<file path="config.mk">
export PLATFORM = sky130hd
export DESIGN_NAME = mux_pipe_n
export DESIGN_NICKNAME = d
export VERILOG_FILES = /design/src/rtl/mux_pkg.sv /design/src/rtl/mux_skid_buf.sv /design/src/rtl/mux_pipe_n.sv
export SDC_FILE = /design/constraint.sdc
export NUM_CORES = 1
export LEC_CHECK = 0
export CAP_MARGIN = 20
export CORE_MARGIN = 10
export CORE_UTILIZATION = 41
export DETAILED_ROUTE_END_ITERATION = 8
export GPL_TIMING_DRIVEN = 0
export PLACE_DENSITY = 0.78
export SKIP_LAST_GASP = 1
export SLEW_MARGIN = 20
export SYNTH_ARGS = -nofsm -noshare
export SYNTH_HDL_FRONTEND = slang
export SYNTH_SLANG_ARGS = --single-unit
export TNS_END_PERCENT = 50
</file>
<file path="constraint.sdc">
create_clock -name clk -period 2.35 [get_ports clk]
set_input_delay 0.47 -clock clk [delete_from_list [all_inputs] [get_ports clk]]
set_output_delay 0.47 -clock clk [all_outputs]
set_load 0.005 [all_outputs]
</file>
<file path="src/rtl/mux_pkg.sv">
// Shared types and constants for the pipelined N-way select stage.
package mux_pkg;

  // Occupancy of the two-entry output buffer.
  typedef enum logic [1:0] {
    EMPTY = 2'd0,
    ONE   = 2'd1,
    TWO   = 2'd2
  } mux_state_t;

  // Value driven for select codes with no matching input.
  localparam logic [31:0] MUX_DEFAULT = 32'h0;

  // Select width for an N-input mux. It is never narrower than one bit.
  function automatic int mux_sel_w(input int n);
    return (n <= 2) ? 1 : $clog2(n);
  endfunction

endpackage

</file>
<file path="src/rtl/mux_skid_buf.sv">
// Two-entry valid/ready buffer with a registered in_ready.
// The main register drives the outputs. The skid register absorbs the one
// item that arrives on the cycle the downstream stalls.
module mux_skid_buf
  import mux_pkg::*;
#(
  parameter int P = 8
) (
  input  logic         clk,
  input  logic         rst,
  input  logic         in_valid,
  output logic         in_ready,
  input  logic [P-1:0] in_data,
  output logic         out_valid,
  input  logic         out_ready,
  output logic [P-1:0] out_data
);

  mux_state_t   r_state;
  mux_state_t   w_nxt;
  logic [P-1:0] r_main;
  logic [P-1:0] r_skid;
  logic         r_in_ready;
  logic         w_acc;
  logic         w_emit;
  logic         w_ld_main;
  logic         w_ld_skid;
  logic         w_mv_skid;

  assign in_ready  = r_in_ready;
  assign out_valid = (r_state != EMPTY);
  assign out_data  = r_main;
  assign w_acc     = in_valid & r_in_ready;
  assign w_emit    = out_valid & out_ready;

  // Next occupancy and the register-load strobes.
  always_comb begin
    w_nxt     = r_state;
    w_ld_main = 1'b0;
    w_ld_skid = 1'b0;
    w_mv_skid = 1'b0;
    case (r_state)
      EMPTY: if (w_acc) begin
        w_nxt     = ONE;
        w_ld_main = 1'b1;
      end
      ONE: begin
        if (w_acc && w_emit) begin
          w_ld_main = 1'b1;
        end else if (w_acc) begin
          w_ld_skid = 1'b1;
          w_nxt     = TWO;
        end else if (w_emit) begin
          w_nxt = EMPTY;
        end
      end
      TWO: if (w_emit) begin
        w_mv_skid = 1'b1;
        w_nxt     = ONE;
      end
      default: w_nxt = EMPTY;
    endcase
  end

  // State, storage, and the registered in_ready. It drops only when full.
  always_ff @(posedge clk or posedge rst) begin
    if (rst) begin
      r_state    <= EMPTY;
      r_main     <= '0;
      r_skid     <= '0;
      r_in_ready <= 1'b1;
    end else begin
      r_state    <= w_nxt;
      r_in_ready <= (w_nxt != TWO);
      if (w_ld_main)      r_main <= in_data;
      else if (w_mv_skid) r_main <= r_skid;
      if (w_ld_skid)      r_skid <= in_data;
    end
  end

endmodule

</file>
<file path="src/rtl/mux_pipe_n.sv">
// N-way, W-bit select stage with a registered valid/ready output.
// An out-of-range select yields DEFAULT.
// Optional macro MUX_SEL_CHECK_EN: when it is defined, a sticky sel_err flag
// records any accept with an out-of-range select.
module mux_pipe_n
  import mux_pkg::*;
#(
  parameter int             N       = 3,
  parameter int             W       = 32,
  parameter int             SEL_W   = mux_sel_w(N),
  parameter logic [W-1:0]   DEFAULT = W'(MUX_DEFAULT)
) (
  input  logic             clk,
  input  logic             rst,
  input  logic             in_valid,
  output logic             in_ready,
  input  logic [SEL_W-1:0] sel,
  input  logic [N*W-1:0]   data_in,
  output logic             out_valid,
  input  logic             out_ready,
  output logic [W-1:0]     out_data,
  output logic [SEL_W-1:0] out_sel,
  output logic             sel_err
);

  logic [W-1:0] w_word;

  // Pick the selected word. A code with no matching input keeps DEFAULT.
  always_comb begin
    w_word = DEFAULT;
    for (int k = 0; k < N; k++) begin
      if (sel == SEL_W'(k)) w_word = data_in[k*W +: W];
    end
  end

  mux_skid_buf #(.P(W + SEL_W)) u_buf (
    .clk       (clk),
    .rst       (rst),
    .in_valid  (in_valid),
    .in_ready  (in_ready),
    .in_data   ({sel, w_word}),
    .out_valid (out_valid),
    .out_ready (out_ready),
    .out_data  ({out_sel, out_data})
  );

`ifdef MUX_SEL_CHECK_EN
  localparam logic [SEL_W:0] N_EXT = (SEL_W + 1)'(N);
  logic w_bad_acc;
  logic r_sel_err;

  assign w_bad_acc = in_valid & in_ready & ({1'b0, sel} >= N_EXT);
  assign sel_err   = r_sel_err;

  // Sticky flag. Only reset clears it.
  always_ff @(posedge clk or posedge rst) begin
    if (rst)            r_sel_err <= 1'b0;
    else if (w_bad_acc) r_sel_err <= 1'b1;
  end
`else
  assign sel_err = 1'b0;
`endif

endmodule
</file>
==> results_dict.tcl, run 1 <==
set metrics [dict create \
    ys.flop_type "dfrtp_1" \
    dpl.hpwl_um 8340 \
    slew_headroom_pct 61.63 \
    synth_common_cells "mux2i_1 (85), dfrtp_1 (70), a21oi_1 (53)" \
    insertion_delay_ps 340 \
    yosys.area.top_type "dfrtp_1" \
    period_share_pct 87.69 \
    grt_pass1_wl_um 17130 \
    core_area_sq_mm 0.009153 \
    die_area_sq_mm 0.01353 \
    fin_cells 573 \
    grtUsageTotal_pct 16.25 \
    drc 0 \
    ys.warnings.count 0 \
    path_class "reg -> out" \
    drive_gt1_share_pct 15.15 \
    avgSynthCellArea_sq_um 12.27 \
    fin_nets 559 \
    postCtsSetupRepairBufs 0 \
    ys_types 29 \
    grt_max_degree 37 \
    end_kind "primary output" \
    synth_top_area_share_pct 46.07 \
    synth_seq_cells 71 \
    rsz0062_at_grt "false" \
    antenna_found_initial 0 \
    clkTransAtPathRegs_ps 80 \
    worstPathMaxFanout 8 \
    drt_pass1_iterations 4 \
    grt_pass1_vias 3352 \
    skew_ps 11.74 \
    placed_area_sq_mm 0.005315 \
    num_io_pins 139 \
    post_cts_resized 0 \
    n_antenna_cell 0 \
    numClockSinks 71 \
    synth_edf_count 0 \
    crit_slowest_cell "clkdlybuf4s50_1" \
    fin_crit_ps 2061 \
    leakagePower_nw 2.664 \
    worstPathArrival_ps 1590 \
    routed_wl_um 11010 \
    port_buffers 135 \
    num_rows 35 \
    total_power_mw 5.385 \
    setup_viol 0 \
    fp.dieH_um 116.3 \
    wl_per_cell_um 19.21 \
    cts_tree "done" \
    cts-root-buf "clkbuf_8" \
    hold_buffers 0 \
    syn_nets 412 \
    fmax_mhz 485.3 \
    grt_remaining_overflow 0 \
    drtIter0Drc 65 \
    worstMarginPinSlew_ps 575.6 \
    holdCritPathClass "reg -> reg" \
    cts_buffers 9 \
    report.final.slew_viol_count 0 \
    maxCapViolCount 0 \
    finalInstanceArea_sq_mm 0.005534 \
    power_per_cell_area_mw_per_mm2 973.1 \
    worst_setup_path_start_kind "flip-flop" \
    die_x_um 116.3 \
    required_ps 1880 \
    hold_viol 0 \
    synthArstFlopShare_pct 100.0 \
    netlist_instances 310 \
    viasPerCell 5.300 \
    cts_buffer_depth 2 \
    dp_cells 557 \
    start_util_pct 41.54 \
    syn_area_sq_mm 0.003802 \
    slowest_delay_ps 460 \
    h-tree-depth 3 \
    finalWeightedCongestion 0.7777 \
    status "completed" \
    synthMostInstantiatedCell "mux2i_1" \
    area.growth.synth_to_final_pct 45.54 \
    synth_area_leaders "dfrtp_1 (46%), mux2i_1 (22%), a21oi_1 (7.0%), a2bb2oi_1 (6.0%), mux2_2 (4.7%)" \
    ir_worst_vdd_mv 0.4098 \
    route.vias.total 3037 \
    ys_seq_area_share_pct 46.76 \
    postRouteAntennaNets 0 \
    timing.critical_path.cells "buf_6 -> or2_2 -> clkdlybuf4s50_1" \
]
-- report_power, final --
group          switching [mW]  total (mW)  internal, mW
clock network           0.477        1.08         0.599
registers               0.313        2.12          1.81
logic                   0.859        2.19          1.33
-- layer usage --
metal	share of wire [%]	track usage, %
met5	0	0
met4	0.81	4.254
met3	6.7	5.085
met2	52	28.66
met1	41	18.56
-- cell families (layout without fill, tap and decap cells) --
| family | Yosys count | after routing | synth area share [%] |
|---|---|---|---|
| other | 1 | 1 | 0.09862 |
| muxes | 109 | 109 | 30.08 |
| AOI/OAI and AO/OA | 87 | 87 | 14.71 |
| DFF | 71 | 71 | 46.76 |
| buffers and inverters | 31 | 183 | 5.495 |
| and+or+nand+nor | 11 | 11 | 2.863 |
-- critical path: cells and delay by family, from the launching register on --
family	cells	cell delay, ps
buf+inv	2	600
flops	1	370
simple gates	1	290
-- cell usage in the layout, fill, tap and decap left out, drive strengths merged --
master         count
and2b              1
clkinvlp           1
mux2              24
or2                1
mux2i             85
nor2b              1
nand2              2
nand3b             1
nand2b             2
clkinv             3
a21o               1
nor3               1
conb               1
clkdlybuf4s50    135
clkbuf            14
buf               25
bufinv             2
and3b              1
nand4b             1
dfstp              1
inv                3
dfrtp             70
o2bb2ai            6
a21oi             53
o22ai              1
a2bb2oi           26
-- worst paths after layout --
check | from | to | slack (ps) | cells after the start
min in group asynchronous | rst | u_buf.out_data[17] | 510 | 2
max | u_buf.r_state[1] | out_valid | 290 | 3
min reg2reg | u_buf.r_skid[0] | u_buf.r_skid[0] | 500 | 1
max in group asynchronous | rst | u_buf.in_ready | 1230 | 3
min | u_buf.r_skid[0] | u_buf.r_skid[0] | 500 | 1
max reg2reg | u_buf.in_ready | u_buf.r_skid[1] | 660 | 4
-- metrics by stage --
step / hold slack, ps / util [%] / TNS, ps / worst slack (ps)
after CTS: 502.2 / 60.46 / 0 / 274.7
after global routing: 515.3 / 60.46 / 0 / 228.2
after detailed placement: 483.8 / 58.07 / 0 / 12.45
after floorplan: 454.1 / - / 0 / 85.09
final: 495.5 / 60.46 / 0 / 289.3
after global placement: 465.5 / 57.83 / -72290 / -1029
-- registers in the layout (all words and copies together), names as in the netlist --
name            flops
u_buf.out_data     34
u_buf.r_skid       34
u_buf.r_state       2
u_buf.in_ready      1
-- final cells by class --
class | count | area (sq um)
Sequential cell | 71 | 1778
Timing Repair Buffer | 136 | 1371
Tap cell | 111 | 138.9
Clock buffer | 9 | 123.9
Buffer | 29 | 201.4
Multi-Input combinational cell | 208 | 1815
Fill cell | 750 | 3618
Clock inverter | 7 | 95.09
Inverter | 2 | 10.01
Power figures use the tool's default switching activity.
==> run 2, diff against run 1 <==
--- a/config.mk
+++ b/config.mk
@@ -6,6 +6,7 @@
 export NUM_CORES = 1
 export LEC_CHECK = 0
 export CAP_MARGIN = 20
+export CORE_ASPECT_RATIO = 1.25
 export CORE_MARGIN = 10
 export CORE_UTILIZATION = 41
 export DETAILED_ROUTE_END_ITERATION = 8
==> results_dict.tcl, run 2 (synthesis results as in run 1) <==
set metrics [dict create \
    status "completed" \
    grt_pass1_vias 3366 \
    setup_viol 0 \
    worstPathArrival_ps 1570 \
    r2r-start "u_buf.in_ready" \
    rr_worst_depth 4 \
    setup_tns_ps 0 \
    cts_buffer_depth 2 \
    cts-root-buf "clkbuf_16" \
    cp-endpoint "out_valid" \
    maxCapViolCount 0 \
    path_class "reg -> out" \
    r2r-end "u_buf.r_skid[1]" \
    drive_gt1_share_pct 14.94 \
    worstPathMaxFanout 8 \
    die_x_um 106.1 \
    clkTransAtPathRegs_ps 50 \
    n_antenna_cell 0 \
    wirelength_met1_um 4497 \
    viasPerCell 5.234 \
    swShare_pct 27.96 \
    leakagePower_nw 2.735 \
    slew_headroom_pct 63.57 \
    power_switching_mw 1.675 \
    grt_max_degree 38 \
    fin_nets 559 \
    h-tree-depth 3 \
    combinationalPowerShare_pct 36.6 \
    cts_tree "done" \
    end_kind "primary output" \
    post-route-util_pct 62.82 \
    fp.dieH_um 127.7 \
    dpl.hpwl_um 8403 \
    holdCritPathClass "reg -> reg" \
    post_cts_resized 0 \
    dp_cells 569 \
    top_layer_used "met4" \
    cts_buffers 9 \
    drtIter0Drc 123 \
    drc 0 \
    start_util_pct 41.89 \
    wl_met3_um 430 \
    drt_pass1_iterations 4 \
    report.final.slew_viol_count 0 \
    power.internal_mw 4.317 \
    rsz0062_at_grt "false" \
    layout_commonest_cell "clkdlybuf4s50_1" \
    port_buffers 135 \
    power_per_cell_area_mw_per_mm2 1051 \
    reg2reg_slack_ps 700 \
    post-place-ws_ps 74.13 \
    grt_remaining_overflow 0 \
    fin_crit_ps 2036 \
    area.growth.synth_to_final_pct 49.95 \
    wl_per_cell_um 18.72 \
    seqPwrFrac_pct 35.6 \
    fmax_mhz 491.2 \
    num_rows 39 \
    numClockSinks 71 \
    p_clk_share_pct 27.8 \
    hold_buffers 0 \
    core_area_sq_mm 0.009076 \
    num_io_pins 139 \
    setup_ws_ps 314.1 \
    route.vias.total 3062 \
    wl_met2_um 5804 \
    die_area_sq_mm 0.01355 \
    routed_wl_um 10950 \
    hold_viol 0 \
    postRouteAntennaNets 0 \
    period_share_pct 86.63 \
    ir_worst_vdd_mv 0.5117 \
    finalWeightedCongestion 0.7410 \
    worst_setup_path_start_kind "flip-flop" \
    insertion_delay_ps 320 \
    crit_path_start "u_buf.r_state[1]" \
    fin_cells 585 \
    skew_ps 6.315 \
    final_cell_mix "clkdlybuf4s50_1 (135), mux2i_1 (85), dfrtp_1 (70), a21oi_1 (53), a2bb2oi_1 (26)" \
    grtUsageTotal_pct 16.10 \
    required_ps 1880 \
    worstMarginPinSlew_ps 546.5 \
    grt_pass1_wl_um 17510 \
    postCtsSetupRepairBufs 0 \
    antenna_found_initial 0 \
]
[run 2: changes by cell type in the layout (fill, tap and decap cells not counted)]
cell | previous run | this run
clkbuf_16 | 0 | 9
clkinvlp_4 | 1 | 0
inv_6 | 1 | 0
clkbuf_1 | 5 | 6
clkbuf_8 | 9 | 1
clkinv_2 | 2 | 0
bufinv_16 | 2 | 4
[run 2: worst min path at each step]
stage,start,endpoint,slack [ps],depth (start not counted)
after floorplan,u_buf.r_skid[0],u_buf.r_skid[0],450,1
after global placement,u_buf.r_skid[0],u_buf.r_skid[0],460,1
after detailed placement,u_buf.r_skid[0],u_buf.r_skid[0],470,1
after CTS,u_buf.r_skid[0],u_buf.r_skid[0],490,1
after global routing,u_buf.r_skid[1],u_buf.r_skid[1],520,1
final,u_buf.r_skid[0],u_buf.r_skid[0],490,1
[run 2: metal layers]
metal,global-route usage [%],vias to the layer above
met5,0,-
met1,18.42,1504
met2,28.86,97
li1,-,1446
met4,5.986,0
met3,3.219,15
[run 2: layout make-up]
class                      instances  area, sq um
clock inverter                     5        128.9
tap                              123        153.9
timing repair buffer             136         1371
multi-input combinational        208         1815
inverter                           2        10.01
fill                             749         3374
clock buffer                      11        242.7
buffer                            29        201.4
sequential                        71         1778
[run 2: stage by stage]
stage | cell area, sq um | hold WS, ps | power (mW)
after detailed placement | 5330 | 473.5 | 4.372
after global routing | 5702 | 516.9 | 6.356
after floorplan | 3802 | 454.1 | 3.258
final | 5702 | 485.4 | 5.993
after global placement | 5308 | 462.6 | 4.267
after CTS | 5702 | 485.6 | 6.069
[run 2: worst max-delay path, stage by stage, from the launching register on]
cell and delay [ps]:
dfrtp_1 370, buf_6 140, or2_2 290, clkdlybuf4s50_1 450
[run 2: power groups by stage]
stage          registers (mW)  logic (mW)  clock network, mW
6_report                 2.13        2.20               1.67
3_3_place_gp             2.11        2.15                  0
5_1_grt                  2.20        2.40               1.75
3_5_place_dp             2.15        2.23                  0
4_1_cts                  2.13        2.24               1.70
2_1_floorplan            2.11        1.14                  0
==> run 3, diff against run 2 <==
--- a/config.mk
+++ b/config.mk
@@ -11,7 +11,7 @@
 export CORE_UTILIZATION = 41
 export DETAILED_ROUTE_END_ITERATION = 8
 export GPL_TIMING_DRIVEN = 0
-export PLACE_DENSITY = 0.78
+export PLACE_DENSITY_LB_ADDON = 0.08
 export SKIP_LAST_GASP = 1
 export SLEW_MARGIN = 20
 export SYNTH_ARGS = -nofsm -noshare
==> results_dict.tcl, run 3 (synthesis results as in run 1) <==
set metrics [dict create \
    status "completed" \
    r2r-end "u_buf.r_skid[1]" \
    grt_pass1_vias 3332 \
    path_delay_family "buffers and inverters" \
    cts_buffer_depth 2 \
    reg2reg_slack_ps 690 \
    fin_nets 559 \
    start_util_pct 41.89 \
    die_x_um 106.1 \
    cts-root-buf "clkbuf_16" \
    hold_viol 0 \
    power_per_cell_area_mw_per_mm2 984.6 \
    hold_buffers 0 \
    wl_per_cell_um 18.93 \
    clkTransAtPathRegs_ps 50 \
    routed_wl_um 11070 \
    drive_gt1_share_pct 13.85 \
    antenna_found_initial 0 \
    use_met2_pct 28.24 \
    h-tree-depth 3 \
    crit_slowest_cell "clkdlybuf4s50_1" \
    holdCritPathClass "in -> async" \
    crit_buf_inv 2 \
    maxCapViolCount 0 \
    skew_ps 6.550 \
    slew_headroom_pct 61.39 \
    postRouteAntennaNets 0 \
    n_antenna_cell 0 \
    postCtsSetupRepairBufs 0 \
    drc 0 \
    worstPathMaxFanout 8 \
    end_kind "primary output" \
    worstPathArrival_ps 1580 \
    port_buffers 135 \
    grt_max_degree 44 \
    required_ps 1880 \
    cp.depth 3 \
    grt_pass1_wl_um 18000 \
    crit_path_start "u_buf.r_state[1]" \
    fp.dieH_um 127.7 \
    leakagePower_nw 2.677 \
    area.growth.synth_to_final_pct 46.82 \
    globalRouteMet1Util_pct 19.46 \
    core_area_sq_mm 0.009076 \
    grtUsageTotal_pct 16.60 \
    numClockSinks 71 \
    cts_tree "done" \
    post_cts_resized 0 \
    setup_viol 0 \
    rr_worst_depth 4 \
    drtIter0Drc 80 \
    grt_remaining_overflow 0 \
    slowest_delay_ps 450 \
    dpl.hpwl_um 8387 \
    r2r-start "u_buf.in_ready" \
    fin_hold_ws_ps 485.5 \
    timing.critical_path.cells "buf_6 -> or2_2 -> clkdlybuf4s50_1" \
    drt_pass1_iterations 4 \
    worstMarginPinSlew_ps 579.2 \
    fin_crit_ps 2048 \
    top_usage_layer "met2" \
    total_power_mw 5.497 \
    ir_worst_vdd_mv 0.5241 \
    rsz0062_at_grt "false" \
    die_area_sq_mm 0.01355 \
    fmax_mhz 488.3 \
    finalWeightedCongestion 0.7997 \
    report.final.slew_viol_count 0 \
    num_io_pins 139 \
    viasPerCell 5.224 \
    cts_buffers 9 \
    path_class "reg -> out" \
    insertion_delay_ps 330 \
    period_share_pct 87.15 \
    layout_commonest_cell "clkdlybuf4s50_1" \
    cp-endpoint "out_valid" \
    worst_setup_path_start_kind "flip-flop" \
    route.vias.total 3056 \
    num_rows 39 \
    use_met3_pct 4.175 \
    final_cell_mix "clkdlybuf4s50_1 (135), mux2i_1 (85), dfrtp_1 (70), a21oi_1 (53), a2bb2oi_1 (26)" \
]
## run 3: report_power, final
group / switching (mW) / internal (mW) / total [mW]
combinational: 0.855 / 1.33 / 2.18
sequential: 0.315 / 1.81 / 2.13
clock: 0.470 / 0.714 / 1.18
## run 3: how the worst min path moves through the flow
stage | start | to | slack (ps)
floorplan | u_buf.r_skid[0] | u_buf.r_skid[0] | 450
global placement | u_buf.r_skid[1] | u_buf.r_skid[1] | 460
detailed placement | u_buf.r_skid[1] | u_buf.r_skid[1] | 480
CTS | rst | u_buf.out_data[20] | 490
global route | u_buf.r_skid[0] | u_buf.r_skid[0] | 520
finish | rst | u_buf.r_skid[18] | 490
## run 3: through the flow
stage / area (sq um) / worst slack [ps] / cells / setup TNS, ps / utilization [%]
detailed placement: 5330 / 54.78 / 569 / 0 / 58.73
floorplan: 3802 / 85.09 / 310 / 0 / -
global placement: 5308 / -1112 / 568 / -78030 / 58.48
CTS: 5583 / 285.2 / 585 / 0 / 61.51
global route: 5583 / 243.0 / 585 / 0 / 61.51
finish: 5583 / 302.0 / 585 / 0 / 61.51
## run 3: final cells by class
type | count | area, sq um
flip-flops and latches | 71 | 1778
plain buffers | 29 | 201.4
clock buffers | 15 | 247.7
fillers | 797 | 3493
multi-input cells | 208 | 1815
inverters | 2 | 10.01
clock inverters | 1 | 5.005
repair buffers | 136 | 1371
well taps | 123 | 153.9
## run 3: layer usage
metal	routed length, um	part of all wire [%]
met5	0	0
met1	4620	42
met4	179	1.6
met3	571	5.2
met2	5700	51
